## src/rtl/mux8_sel_scheduler_if.sv

```systemverilog
// Request/grant bundle between the requesting sources and the 8:1 mux scheduler.
interface mux8_sel_scheduler_if;
  logic       en;
  logic [7:0] req;
  logic [7:0] gnt;
  logic       gnt_valid;
  logic       s0;
  logic       s1;
  logic       s2;
  logic       preempt;

  // Requester side: drives enable and requests, observes grants.
  modport master (
    output en, req,
    input  gnt, gnt_valid, s0, s1, s2, preempt
  );

  // Scheduler side: samples requests, drives grant and mux selects.
  modport slave (
    input  en, req,
    output gnt, gnt_valid, s0, s1, s2, preempt
  );
endinterface

```

## src/rtl/mux8_sel_scheduler.sv

```systemverilog
// Round-robin scheduler for a shared 8:1 mux. Drives a one-hot grant plus the
// binary mux select, and preempts a long-held grant when others are waiting.
module mux8_sel_scheduler #(
  parameter int unsigned MAX_HOLD = 16,  // 0 disables the hold timeout
  parameter int unsigned CNT_W    = 5    // 2**CNT_W must exceed MAX_HOLD
) (
  input logic                  clk,
  input logic                  rst,
  mux8_sel_scheduler_if.slave  bus
);

  typedef enum logic [0:0] {StIdle, StBusy} state_e;

  localparam bit              HoldLimit = (MAX_HOLD != 0);
  localparam logic [CNT_W-1:0] HoldLast  = HoldLimit ? CNT_W'(MAX_HOLD - 1) : '0;

  // First requester after `from`, wrapping modulo 8; `from` itself is checked last.
  function automatic logic [2:0] pick(input logic [2:0] from, input logic [7:0] reqs);
    logic [2:0] idx;
    logic       found;
    pick  = from;
    found = 1'b0;
    for (int k = 1; k <= 8; k++) begin
      idx = from + 3'(k);
      if (!found && reqs[idx]) begin
        pick  = idx;
        found = 1'b1;
      end
    end
  endfunction

  state_e           state_q, state_d;
  logic [7:0]       gnt_q, gnt_d;
  logic             valid_q, valid_d;
  logic [2:0]       sel_q, sel_d;
  logic [2:0]       ptr_q, ptr_d;
  logic [CNT_W-1:0] hold_q, hold_d;
  logic             preempt_q, preempt_d;

  logic             cur_req;
  logic [7:0]       others;
  logic             do_grant;
  logic [2:0]       from_idx;
  logic [2:0]       next_idx;

  assign cur_req = bus.req[sel_q];
  assign others  = bus.req & ~(8'b1 << sel_q);

  // Next-state: decide whether to grant, release, preempt or keep holding.
  always_comb begin
    state_d   = state_q;
    gnt_d     = gnt_q;
    valid_d   = valid_q;
    sel_d     = sel_q;
    ptr_d     = ptr_q;
    hold_d    = hold_q;
    preempt_d = 1'b0;
    do_grant  = 1'b0;
    from_idx  = ptr_q;
    next_idx  = '0;

    unique case (state_q)
      StIdle: begin
        if (bus.en && (|bus.req)) begin
          do_grant = 1'b1;
          from_idx = ptr_q;
        end
      end
      StBusy: begin
        if (!cur_req) begin
          // Release wins over a coincident timeout, so preempt stays low here.
          if (bus.en && (|bus.req)) begin
            do_grant = 1'b1;
            from_idx = sel_q;
          end else begin
            state_d = StIdle;
            gnt_d   = '0;
            valid_d = 1'b0;
          end
        end else if (HoldLimit && (hold_q == HoldLast) && bus.en && (|others)) begin
          do_grant  = 1'b1;
          from_idx  = sel_q;
          preempt_d = 1'b1;
        end else if (HoldLimit && (hold_q != HoldLast)) begin
          hold_d = hold_q + 1'b1;
        end
      end
      default: state_d = StIdle;
    endcase

    if (do_grant) begin
      next_idx = pick(from_idx, bus.req);
      state_d  = StBusy;
      gnt_d    = 8'b1 << next_idx;
      valid_d  = 1'b1;
      sel_d    = next_idx;
      ptr_d    = next_idx;
      hold_d   = '0;
    end
  end

  // State and registered outputs; reset drops any grant immediately.
  always_ff @(posedge clk or posedge rst) begin
    if (rst) begin
      state_q   <= StIdle;
      gnt_q     <= '0;
      valid_q   <= 1'b0;
      sel_q     <= '0;
      ptr_q     <= 3'd7;
      hold_q    <= '0;
      preempt_q <= 1'b0;
    end else begin
      state_q   <= state_d;
      gnt_q     <= gnt_d;
      valid_q   <= valid_d;
      sel_q     <= sel_d;
      ptr_q     <= ptr_d;
      hold_q    <= hold_d;
      preempt_q <= preempt_d;
    end
  end

  assign bus.gnt              = gnt_q;
  assign bus.gnt_valid        = valid_q;
  assign {bus.s2, bus.s1, bus.s0} = sel_q;
  assign bus.preempt          = preempt_q;

endmodule

```

## src/flat_wrapper.sv

```systemverilog
// flat-port wrapper written by rule: the top's interface ports become plain ports
module mux8_sel_scheduler_flat 
#(
  parameter int unsigned MAX_HOLD = 16,                                
  parameter int unsigned CNT_W    = 5                                    
)
  (clk, rst, bus_en, bus_req, bus_gnt, bus_gnt_valid, bus_s0, bus_s1, bus_s2, bus_preempt);
  mux8_sel_scheduler_if bus_i ();
  input logic clk;
  input logic rst;
  input wire logic [$bits(bus_i.en)-1:0] bus_en;
  input wire logic [$bits(bus_i.req)-1:0] bus_req;
  output wire logic [$bits(bus_i.gnt)-1:0] bus_gnt;
  output wire logic [$bits(bus_i.gnt_valid)-1:0] bus_gnt_valid;
  output wire logic [$bits(bus_i.s0)-1:0] bus_s0;
  output wire logic [$bits(bus_i.s1)-1:0] bus_s1;
  output wire logic [$bits(bus_i.s2)-1:0] bus_s2;
  output wire logic [$bits(bus_i.preempt)-1:0] bus_preempt;
  assign bus_i.en = bus_en;
  assign bus_i.req = bus_req;
  assign bus_gnt = bus_i.gnt;
  assign bus_gnt_valid = bus_i.gnt_valid;
  assign bus_s0 = bus_i.s0;
  assign bus_s1 = bus_i.s1;
  assign bus_s2 = bus_i.s2;
  assign bus_preempt = bus_i.preempt;
  mux8_sel_scheduler #(.MAX_HOLD(MAX_HOLD), .CNT_W(CNT_W)) u_core (.clk(clk), .rst(rst), .bus(bus_i));
endmodule
```

## config.mk

```make
export PLATFORM = sky130hd
export DESIGN_NAME = mux8_sel_scheduler_flat
export DESIGN_NICKNAME = d
export VERILOG_FILES = /design/src/rtl/mux8_sel_scheduler_if.sv /design/src/rtl/mux8_sel_scheduler.sv /design/src/flat_wrapper.sv
export SDC_FILE = /design/constraint.sdc
export NUM_CORES = 1
export LEC_CHECK = 0
export ABC_AREA = 1
export CORE_ASPECT_RATIO = 0.5
export CORE_MARGIN = 4
export CORE_UTILIZATION = 46
export DETAILED_ROUTE_END_ITERATION = 7
export PLACE_DENSITY = 0.67
export RECOVER_POWER = 25
export SLEW_MARGIN = 25
export SYNTH_ARGS = -nofsm -noshare
export SYNTH_HDL_FRONTEND = slang
export SYNTH_SLANG_ARGS = --single-unit
export TNS_END_PERCENT = 5
```

## constraint.sdc

```tcl
create_clock -name clk -period 10.3 [get_ports clk]
set_input_delay 1.03 -clock clk [delete_from_list [all_inputs] [get_ports clk]]
set_output_delay 1.03 -clock clk [all_outputs]
set_load 0.01 [all_outputs]
```

# Word-level counts from Yosys, hierarchy flattened
# Index checks and enable logic that the tools add are counted.
# totals
ff_bits	22
in_bits	11
output_inout_bits	13
wordCells	125
# op_classes
add_sub_neg	8
magnitude_cmp	9
n_eq_ne	5
shift	2
mux	67
n_bitwise	3
reduce_logical	24
# op_table
operator	n
< comparator 3 x 4 -> 1 bit, second input constant	9
2-to-1 mux 3 bit	12
2-to-1 mux 1 bit	35
2-to-1 mux 8 bit	4
binary-select mux 1 bit (select 3 bit)	9
2-to-1 mux 5 bit	5
OR reduction 8 bit	2
left shift 1 x 3 -> 8 bit, first input constant	2
adder 3 bit, second input constant	4
logical AND 1 bit	10
AND 8 bit	1
inverter 8 bit	1
zero test 1 bit	7
adder 3 x 2 -> 3 bit, second input constant	2
one-hot mux 3 bit (2 select lines)	1
nonzero test 2 bit	3
adder 5 x 1 -> 5 bit, second input constant	1
== test 5 x 4 -> 1 bit, second input constant	1
inequality test 5 x 4 -> 1 bit, second input constant	1
inequality test 2 x 1 -> 1 bit, second input constant	2
AND reduction 4 bit	1
adder 3 x 1 -> 3 bit, second input constant	1
AND reduction 3 bit	1
inequality test 2 bit, second input constant	1
2 further kinds	2

# Logic depth before layout (Yosys ltp)
# Gate-level depths: netlist of the first run.
# depth
word_depth	43
ltp_mapped	32
depth_no_buf	30

# Worst setup path before layout of the first run
# No wires, ideal clock.
# synth_timing
kind	input-to-reg
startpoint	input port bus_req[3]
endpoint	register u_core.gnt_q[3] (netlist: u_core.bus.gnt[3])
setup_time_ps	117
arrival_ps	3827
required_time_ps	10183
setup_slack_ps	6355
path_stages	28
path_buffers	2
cell_sequence	nor2_1 > nand2_1 > o21ai_1 > nand2_1 > nand2_1 > a21oi_4 > nand3_4 > nand2_4 > buf_8 > ha_1 > clkbuf_1 > inv_1 > nand3_1 > nand3_2 > nand2_4 > nand2_2 > nor2_4 > nand3_2 > nand2_1 > inv_1 > nand2_1 > nand2_1 > nand2_1 > nand2_2 > nand2_4 > nand2_4 > nand3_1 > nand2_1
# synth_between
elab_chain_cells	41
word_cells_on_any_way	81
cone_classes	add/sub (7); eq/ne (2); shift (1); mux (50); bitwise (1); reduce/logical (20)
# synth_rtl
element	line_no	text
start: declaration	flat_wrapper.sv:12	input wire logic [$bits(bus_i.req)-1:0] bus_req;
AND 8 bit	mux8_sel_scheduler.sv:47	assign others = bus.req & ~(8'b1 << sel_q);
OR reduction 8 bit	mux8_sel_scheduler.sv:80	end else if (HoldLimit && (hold_q == HoldLast) && bus.en && (|others)) begin
logical AND 1 bit	mux8_sel_scheduler.sv:80	
2-to-1 mux 3 bit	mux8_sel_scheduler.sv:80	
2-to-1 mux 3 bit	mux8_sel_scheduler.sv:70	if (!cur_req) begin
one-hot mux 3 bit (2 select lines)	mux8_sel_scheduler.sv:62	unique case (state_q)
adder 3 x 1 -> 3 bit	mux8_sel_scheduler.sv:24	idx = from + 3'(k);
binary-select mux 1 bit (select 3 bit)	mux8_sel_scheduler.sv:25	if (!found && reqs[idx]) begin
(+25 left out)	-	
2-to-1 mux 1 bit	mux8_sel_scheduler.sv:25	
2-to-1 mux 1 bit	mux8_sel_scheduler.sv:91	if (do_grant) begin
zero test 1 bit	mux8_sel_scheduler.sv:25	
logical AND 1 bit	mux8_sel_scheduler.sv:25	
2-to-1 mux 3 bit	mux8_sel_scheduler.sv:25	
2-to-1 mux 3 bit	mux8_sel_scheduler.sv:91	
left shift 1 x 3 -> 8 bit	mux8_sel_scheduler.sv:94	gnt_d = 8'b1 << next_idx;
2-to-1 mux 8 bit	mux8_sel_scheduler.sv:91	
end signal: assignment	mux8_sel_scheduler.sv:114	gnt_q <= gnt_d;
end: declaration	mux8_sel_scheduler.sv:33	logic [7:0] gnt_q, gnt_d;
# Several ways; a longest one is shown, not always the timed one. The select of a mux whose other input is x is not followed.
# A chain may end at the register's enable or synchronous reset.

# Worst setup path after layout of the first run
# layout_timing
startpoint	input port bus_req[0]
endpoint	register u_core.gnt_q[2] (netlist: u_core.bus.gnt[2])
# Same word-level chain as after synthesis.

==> results of run 1 <==
==> cell type report <==
| cell class | instances | area (um^2) |
|---|---|---|
| clock buffers | 3 | 41.29 |
| clock inverters | 1 | 30.03 |
| fillers | 492 | 2263 |
| inverters | 42 | 166.4 |
| multi-input cells | 297 | 1559 |
| flip-flops and latches | 22 | 554.3 |
| well taps | 70 | 87.58 |
| repair buffers | 23 | 230.2 |
==> flip-flops by register name, indices dropped and copies added (netlist names) <==
name and flops:
u_core.hold_q 5, u_core.bus.preempt 1, u_core.bus.gnt_valid 1, u_core.state_q 1
u_core.ptr_q 3, u_core.bus.gnt 8, u_core.sel_q 3
==> cells in the mapped netlist (all sizes together) <==
library cell,count
nand4,15
inv,40
a31oi,2
dfrtp,19
clkbuf,1
a21oi,9
buf,6
xor2,1
nand3,62
nor3,1
nor4,1
ha,4
nor2,16
o21ai,15
dfstp,3
nand2,171
clkinv,2
==> through the flow <==
stage          instance area (um^2)  instances    util  setup WS, ns  hold slack [ns]
2_1_floorplan                  2341        368       -         6.355           0.4348
3_3_place_gp                   2597        454  0.5266         5.377           0.4577
3_5_place_dp                   2597        454  0.5266         5.360           0.4553
4_1_cts                        2669        458  0.5411         5.627           0.4682
5_1_grt                        2669        458  0.5411         5.132           0.4965
6_report                       2669        458  0.5411         5.564           0.4651
==> worst paths after layout <==
check / from / end / slack [ns] / cells past startpoint
setup / recovery: bus_req[0] / u_core.bus.gnt[2]$_DFFE_PP0P_ / 5.56 / 24
hold / removal: u_core.hold_q[3]$_DFFE_PP0P_ / u_core.hold_q[3]$_DFFE_PP0P_ / 0.47 / 1
setup reg to reg: u_core.sel_q[0]$_DFFE_PP0P_ / u_core.bus.gnt[2]$_DFFE_PP0P_ / 6.25 / 24
hold reg to reg: u_core.hold_q[3]$_DFFE_PP0P_ / u_core.hold_q[3]$_DFFE_PP0P_ / 0.47 / 1
max in group asynchronous: rst / u_core.sel_q[0]$_DFFE_PP0P_ / 8.43 / 2
min in group asynchronous: rst / u_core.bus.gnt[0]$_DFFE_PP0P_ / 1.36 / 2
==> logic make-up after synthesis <==
group           count (synthesis)
compound gates                 26
xor+xnor                        1
simple gates                  266
buf+inv                        49
flops                          22
fa+ha+maj                       4
==> layout by cell type, fill, tap and decap left out, drive strengths merged <==
cell	Yosys	final
nand2	171	171
xor2	1	1
dlygate4sd3	0	1
a21oi	9	9
nand4	15	15
inv	40	40
clkdlybuf4s50	0	22
dfstp	3	3
a31oi	2	2
nor3	1	1
o21ai	15	15
clkinv	2	2
nor4	1	1
ha	4	4
clkbuf	1	3
nor2	16	16
bufinv	0	1
dfrtp	19	19
nand3	62	62
==> metal layers <==
layer / share of wire / track usage / up-vias
met4: 0.011 / 0.03417 / 0
li1: - / - / 1230
met3: 0.055 / 0.02629 / 7
met5: 0 / 0 / -
met1: 0.50 / 0.3008 / 1085
met2: 0.43 / 0.3089 / 81
==> impl_results.md, run 1 <==
* Final hold vios at 0
* Post-synth cell types at 35
* Wirelength per Cell at 12.92 um
* Critical path's top delay family: simple AND/OR/NAND/NOR gates
* Adder-cell share of the synthesized area at 0.02138
* Worst path arrival time at roughly 4.9 ns
* Crit Path Max Fanout at 13
* Leading post-synthesis cells by cell area: nand2_1 (23%), dfrtp_1 (20%), nand3_1 (11%)
* Mapped Avg Cell Area at 6.361 um^2
* Total grt overflow at 0
* Slowest stage delay, CP at 0.53 ns
* Die Wd at ~110 um
* Antenna violation net count after detailed routing at 0
* Initial antenna violation count at 0
* Setup TNS at 0 ns
* Die Ht at 58.45 um
* Final wirelength at just under 6 mm
* Max Fclk at 211.2 MHz
* Mapped Cells at 368
* Crit path capture type: register
* Share of the synthesized area in the top cell type at 0.2341
* Core area at 4932 um^2
* Number of port buffers at 23
* Share of cells above drive strength 1 at 0.1572
* Starting Density at 0.4746
* Clock period minus worst slack at 4.736 ns
* CTS resizes at 0
* Max-slew violations at 0
* Synth warn at 0
* Syn Nets at 383
* Critical Path Start Type: input pin
* CTS Hold Bufs at 0
* Syn-to-layout area delta at 14.00%
* CTS Buffer Depth at 2
* Total GRT Usage at 0.1994
* Post-synth top area cell: nand2_1
* # IOs at 24
* Vias per Instance at 5.247
* DRT Pass-1 Iters at 5
* Initial DRC Count at ~150
* DP HPWL at 4.771 mm
* Clk root buf: clkbuf_8
* Most frequent CP cell: nand2_1
* Die ar. at 6364 um^2
* CTS clk-pin slew, worst paths at ~0.080 ns
* Worst-Skew Late Latency at 0.26 ns
* Crit path required time at roughly 11 ns
* Post-synthesis mux area share at 0
* Netlist Area Pre-Place at between 2000 and 2500 um^2
* DRC Markers at 0
* Core Rows at 18
* Post-synthesis compound-gate area fraction at 0.06948
* Largest net degree at the start of global routing at 23
* Status: finished, final reports clean
* Synth Area in Simple Gates at 0.5681
* Post-synthesis sequential area ratio at 0.2368
* Slew margin rel. at 0.4483
* Main combinational cell family by area after synthesis: simple AND/OR/NAND/NOR gates
* Fin crit share at 0.4598
* Worst Path Buf+Inv at 2
* First-pass GRT wire length at 10.32 mm
* Post-CTS setup buffer count at 0
* CTS H-tree lvls at 1
* Crit path max-delay cell type: ha_1
* Final nets at 404
* GPL Wtd Cong at 0.9322
* CTS Sinks at 22
* Vias at 2403
* Pin slew with the least headroom to its limit at around 0.83 ns
* Max-cap violations at 0
* Xor/xnor cell area share of the yosys netlist at 0.006948
* Final setup fails at 0
* WS Path Type: input pin to register
* Seq cells post-synth at 22
* HP Class: register to register
* Cells along the critical path: clkdlybuf4s50_1 > nor2_1 > nand2_1 > o21ai_1 > nand2_1 > nand2_1 > a21oi_4 > nand3_4 > nand2_4 > ha_1 > inv_1 > nand3_1 > nand3_2 > nand2_4 > nand2_2 > nor2_4 > nand3_2 > nand2_1 > nand2_1 > nand2_1 > nand2_1 > a21oi_1 > nand3_1 > nand2_1
* TritonCTS clock tree: built
* Unrepaired setup endpoints after global routing: no
* Vias in the first global route at 2166
* Total CTS buffers at 3
* N_diodes at 0
* Setup Skew at 0.003765 ns
Power of run 1 is left out: the tool's default activity adds up to more than one toggle a clock period on the data nets, which glitch-free logic cannot reach.
==> inputs of run 2 (changes only) <==
Clock period 10.3 ns to 4.5 ns, I/O delays scaled along.
==> impl_results.md, run 2 (synthesis results as in run 1) <==
* Pin slew with the least headroom to its limit at 0.8429 ns (+0.01633 ns)
* Core Rows at 18 (unchanged)
* Total CTS buffers at 3 (unchanged)
* Syn-to-layout area delta at 14.11% (about the same)
* Commonest non-fill, non-tap cell in the layout: nand2_1
* Max Fclk at 247.7 MHz
* Unrepaired setup endpoints after global routing: no
* # IOs at 24 (unchanged)
* Most frequent cells in the layout: nand2_1 (146), nand3_1 (50), inv_1 (34), clkdlybuf4s50_1 (22), dfrtp_1 (19)
* Fin crit share at 0.8972
* Die Wd at 108.9 um (unchanged)
* Hold slack at 0.4687 ns (+0.003545 ns)
* Min-delay src: u_core.hold_q[3]$_DFFE_PP0P_
* CTS clk-pin slew, worst paths at 0.08 ns (about the same)
* Wirelength per Cell at 13.07 um (+1.1%)
* CTS Buffer Depth at 2 (unchanged)
* CTS Hold Bufs at 0 (unchanged)
* DRC Markers at 0 (unchanged)
* Share of cells above drive strength 1 at 0.1598 (+0.002577)
* TritonCTS clock tree: built
* Critical R2R Capture: u_core.bus.gnt[6]$_DFFE_PP0P_
* CTS Sinks at 22 (unchanged)
* Number of port buffers at 23 (unchanged)
* N_diodes at 0 (unchanged)
* WS Path Type: input pin to register
* CTS H-tree lvls at 1 (unchanged)
* Total grt overflow at 0 (unchanged)
* Vias in the first global route at 2196 (+1.4%)
* Setup Skew at 0.007825 ns (+0.004060 ns)
* Die Ht at 58.45 um (unchanged)
* Largest register FFs at 8 (unchanged)
* Clk root buf: clkbuf_8
* First-pass GRT wire length at 10.35 mm (+0.34%)
* Worst path arrival time at 4.24 ns (-0.70 ns)
* HP Class: register to register
* Max-slew violations at 0 (unchanged)
* Layout fillers at 509 (+3.5%)
* DP HPWL at 4.813 mm (+0.89%)
* Starting Density at 0.4746 (unchanged)
* Crit path capture type: register
* Die ar. at 6364 um^2 (unchanged)
* DRT Pass-1 Iters at 4 (-1)
* Vias per Instance at 5.253 (+0.12%)
* Max-cap violations at 0 (unchanged)
* Vias at 2406 (+0.12%)
* Largest net degree at the start of global routing at 23 (unchanged)
* Setup TNS at 0 ns (unchanged)
* Final hold vios at 0 (unchanged)
* Slew margin rel. at 0.4374 (-0.01090)
* Status: finished, final reports clean
* Reg2reg path depth at 24 (unchanged)
* Final nets at 404 (unchanged)
* GPL Wtd Cong at 0.9320 (about the same)
* Crit Path Max Fanout at 13 (unchanged)
* Total GRT Usage at 0.2021 (+0.002656)
* Final setup fails at 0 (unchanged)
* Core area at 4932 um^2 (unchanged)
* Critical Path Start Type: input pin
* Worst-Skew Late Latency at 0.26 ns (about the same)
* Clock period minus worst slack at 4.037 ns
* Initial antenna violation count at 0 (unchanged)
* Crit path required time at 4.71 ns (-5.80 ns)
* FF-to-FF setup slack at 0.53 ns (-5.72 ns)
* Worst Hold End: u_core.hold_q[3]$_DFFE_PP0P_
* Final wirelength at 5.984 mm (+1.1%)
* Antenna violation net count after detailed routing at 0 (unchanged)
* Worst hold stages at 1 (unchanged)
* Initial DRC Count at 124 (-18%)
* Post-CTS setup buffer count at 0 (unchanged)
* Reg-to-Reg Start: u_core.sel_q[0]$_DFFE_PP0P_
[run 2: cell types whose count changed in the layout (fill, tap and decap cells not counted)]
cell,delta
ha_2,+1
ha_1,-1
[run 2: final cells by class]
cell class              count  area, um^2  share of cell area
well taps                  70       87.58             0.03279
multi-input cells         297        1562              0.5845
inverters                  42       166.4             0.06230
flip-flops and latches     22       554.3              0.2075
clock buffers               3       41.29             0.01546
repair buffers             23       230.2             0.08618
clock inverters             1       30.03             0.01124
[run 2: worst max path at each step]
stage,from,endpoint,cells past startpoint
2_1_floorplan,u_core.sel_q[0]$_DFFE_PP0P_,u_core.bus.gnt[3]$_DFFE_PP0P_,31
3_3_place_gp,bus_req[0],u_core.bus.gnt[6]$_DFFE_PP0P_,24
3_5_place_dp,bus_req[0],u_core.bus.gnt[6]$_DFFE_PP0P_,24
4_1_cts,bus_req[0],u_core.bus.gnt[6]$_DFFE_PP0P_,24
5_1_grt,bus_req[5],u_core.bus.gnt[6]$_DFFE_PP0P_,24
6_report,bus_req[0],u_core.bus.gnt[6]$_DFFE_PP0P_,24
[run 2: timing repair]
| action | in CTS | in global routing |
|---|---|---|
| setup endpoints to repair | 0 | 2 |
| gates resized for setup | 0 | 1 |
| endpoints found under the hold margin | 0 | 0 |
[run 2: worst max-delay path, cell delays in order]
cell and delay, ns:
clkdlybuf4s50_1 0.47, nor2_1 0.19, nand2_1 0.07, o21ai_1 0.30, nand2_1 0.09, nand2_1 0.11
a21oi_4 0.07, nand3_4 0.13, nand2_4 0.15, ha_2 0.48, inv_1 0.16, nand3_1 0.19
nand3_2 0.12, nand2_4 0.14, nand2_2 0.08, nor2_4 0.10, nand3_2 0.11, nand2_1 0.09
nand2_1 0.09, nand2_1 0.08, nand2_1 0.10, a21oi_1 0.25, nand4_1 0.13, nand2_1 0.09
[run 2: per-layer routing]
metal / share of wire / vias up / GRT usage
met4: 0.011 / 0 / 0.05935
met5: 0 / - / 0
met3: 0.039 / 7 / 0.02191
met2: 0.44 / 52 / 0.3106
met1: 0.51 / 1109 / 0.3003
li1: - / 1238 / -
[run 2: metrics by stage]
stage          area (um^2)  setup slack, ns  std cells    util
6_report              2671           0.4625        458  0.5416
3_3_place_gp          2597           0.1562        454  0.5266
2_1_floorplan         2341            1.070        368       -
4_1_cts               2669           0.4149        458  0.5411
3_5_place_dp          2597           0.1492        454  0.5266
5_1_grt               2671          0.08155        458  0.5416
Power of run 2 is left out for the same reason.
==> inputs of run 3 (changes only) <==
Settings changed: CTS_CLUSTER_SIZE set to 12, PLACE_DENSITY 0.67 to 0.69.
Clock period 4.5 ns to 3.7 ns, I/O delays scaled along.
==> impl_results.md, run 3 (synthesis results as in run 1) <==
* Slew margin rel. at 0.4415 (+0.004016)
* Pin slew with the least headroom to its limit at 0.8369 ns (-0.006017 ns)
* Layout fillers at 471 (-7.5%)
* Critical Path Start Type: input pin
* Final hold vios at 0 (unchanged)
* Largest register FFs at 8 (unchanged)
* Share of cells above drive strength 1 at 0.2396 (+0.07981)
* Worst hold stages at 1 (unchanged)
* # IOs at 24 (unchanged)
* Initial DRC Count at 180 (+45%)
* Most frequent CP cell: nand2_1
* Worst Path Buf+Inv at 4 (+2)
* Worst-Skew Late Latency at 0.27 ns (about the same)
* Critical path's top delay family: simple AND/OR/NAND/NOR gates
* Crit path capture type: register
* Antenna violation net count after detailed routing at 0 (unchanged)
* Final setup fails at 0 (unchanged)
* WS Path Type: input pin to register
* Most frequent cells in the layout: nand2_1 (145), nand3_1 (48), inv_1 (30), buf_4 (20)
* HP Class: register to register
* GPL Wtd Cong at 0.9242 (-0.84%)
* Total grt overflow at 0 (unchanged)
* Non-Filler Instances at 479 (+4.6%)
* Final wirelength at 6.505 mm (+8.7%)
* Crit path max-delay cell type: clkdlybuf4s50_1
* CTS clk-pin slew, worst paths at 0.08 ns (about the same)
* Largest net degree at the start of global routing at 23 (unchanged)
* CTS H-tree lvls at 1 (unchanged)
* Core Rows at 18 (unchanged)
* Wirelength per Cell at 13.58 um (+3.9%)
* Worst path arrival time at 3.65 ns (-0.59 ns)
* Die ar. at 6364 um^2 (unchanged)
* Crit path required time at 3.85 ns (-0.86 ns)
* Number of port buffers at 23 (unchanged)
* CTS Hold Bufs at 0 (unchanged)
* Setup TNS at 0 ns (unchanged)
* Clk root buf: clkbuf_8
* Commonest non-fill, non-tap cell in the layout: nand2_1
* Fin crit share at 0.9446
* Clock period minus worst slack at 3.495 ns
* Initial antenna violation count at 0 (unchanged)
* Die Wd at 108.9 um (unchanged)
* Status: finished, final reports clean
* Final nets at 425 (+5.2%)
* Slowest stage delay, CP at 0.54 ns (+0.06 ns)
* Max-slew violations at 0 (unchanged)
* DP HPWL at 5.044 mm (+4.8%)
* Vias per Instance at 5.196 (-1.1%)
* Cells after DPL at 467 (+2.9%)
* First-pass GRT wire length at 10.85 mm (+4.9%)
* Total CTS buffers at 3 (unchanged)
* Setup Skew at 0.01158 ns (+0.003753 ns)
* DRT Pass-1 Iters at 5 (+1)
* Stages on worst setup path at 26 (+8.3%)
* Vias at 2489 (+3.4%)
* Max Fclk at 286.1 MHz
* TritonCTS clock tree: built
* DRC Markers at 0 (unchanged)
* Reg2reg path depth at 26 (+8.3%)
* Die Ht at 58.45 um (unchanged)
* Vias in the first global route at 2300 (+4.7%)
* Core area at 4932 um^2 (unchanged)
* Crit Path Max Fanout at 8 (-5)
* Max-cap violations at 0 (unchanged)
* Hold slack at 0.4700 ns (+0.001319 ns)
* Total GRT Usage at 0.2115 (+0.009387)
* N_diodes at 0 (unchanged)
* CTS Sinks at 22 (unchanged)
* CTS Buffer Depth at 2 (unchanged)
* Starting Density at 0.4746 (unchanged)
* Syn-to-layout area delta at 23.36%
run 3: final timing paths:
path	start	end	slack, ns
max	bus_req[1]	u_core.bus.gnt[4]$_DFFE_PP0P_	0.20
min	u_core.hold_q[3]$_DFFE_PP0P_	u_core.hold_q[3]$_DFFE_PP0P_	0.47
max reg2reg	u_core.sel_q[0]$_DFFE_PP0P_	u_core.bus.gnt[4]$_DFFE_PP0P_	0.25
min reg2reg	u_core.hold_q[3]$_DFFE_PP0P_	u_core.hold_q[3]$_DFFE_PP0P_	0.47
max in group asynchronous	rst	u_core.sel_q[1]$_DFFE_PP0P_	2.44
min in group asynchronous	rst	u_core.bus.gnt_valid$_DFFE_PP0P_	0.69
run 3: layout make-up:
cell class / instances / area, um^2 / share of cell area
sequential: 22 / 558.0 / 0.1932
clock inverter: 1 / 30.03 / 0.01040
timing repair buffer: 44 / 397.9 / 0.1378
clock buffer: 3 / 41.29 / 0.01430
tap: 70 / 87.58 / 0.03033
multi-input combinational: 297 / 1607 / 0.5563
inverter: 42 / 166.4 / 0.05763
run 3: metal layers:
layer	vias to the layer above	wire (um)	global-route usage
met2	73	2869	0.3272
met3	17	296	0.03067
met4	0	170	0.08633
met5	-	0	0
met1	1127	3170	0.2986
li1	1272	-	-
run 3: stage by stage:
step / instance area, um^2 / utilization / setup WS (ns)
global route: 2888 / 0.5855 / -0.01760
floorplan: 2341 / - / 0.2701
finish: 2888 / 0.5855 / 0.2050
CTS: 2766 / 0.5609 / 0.09715
detailed placement: 2695 / 0.5464 / -0.08697
global placement: 2695 / 0.5464 / -0.02084
run 3: what timing repair did:
item | in CTS | in global routing
buffers inserted | 0 | 8
endpoints found under the hold margin | 0 | 0
setup endpoints to repair | 0 | 14
gates resized for setup | 0 | 25
Power of run 3 is left out for the same reason.
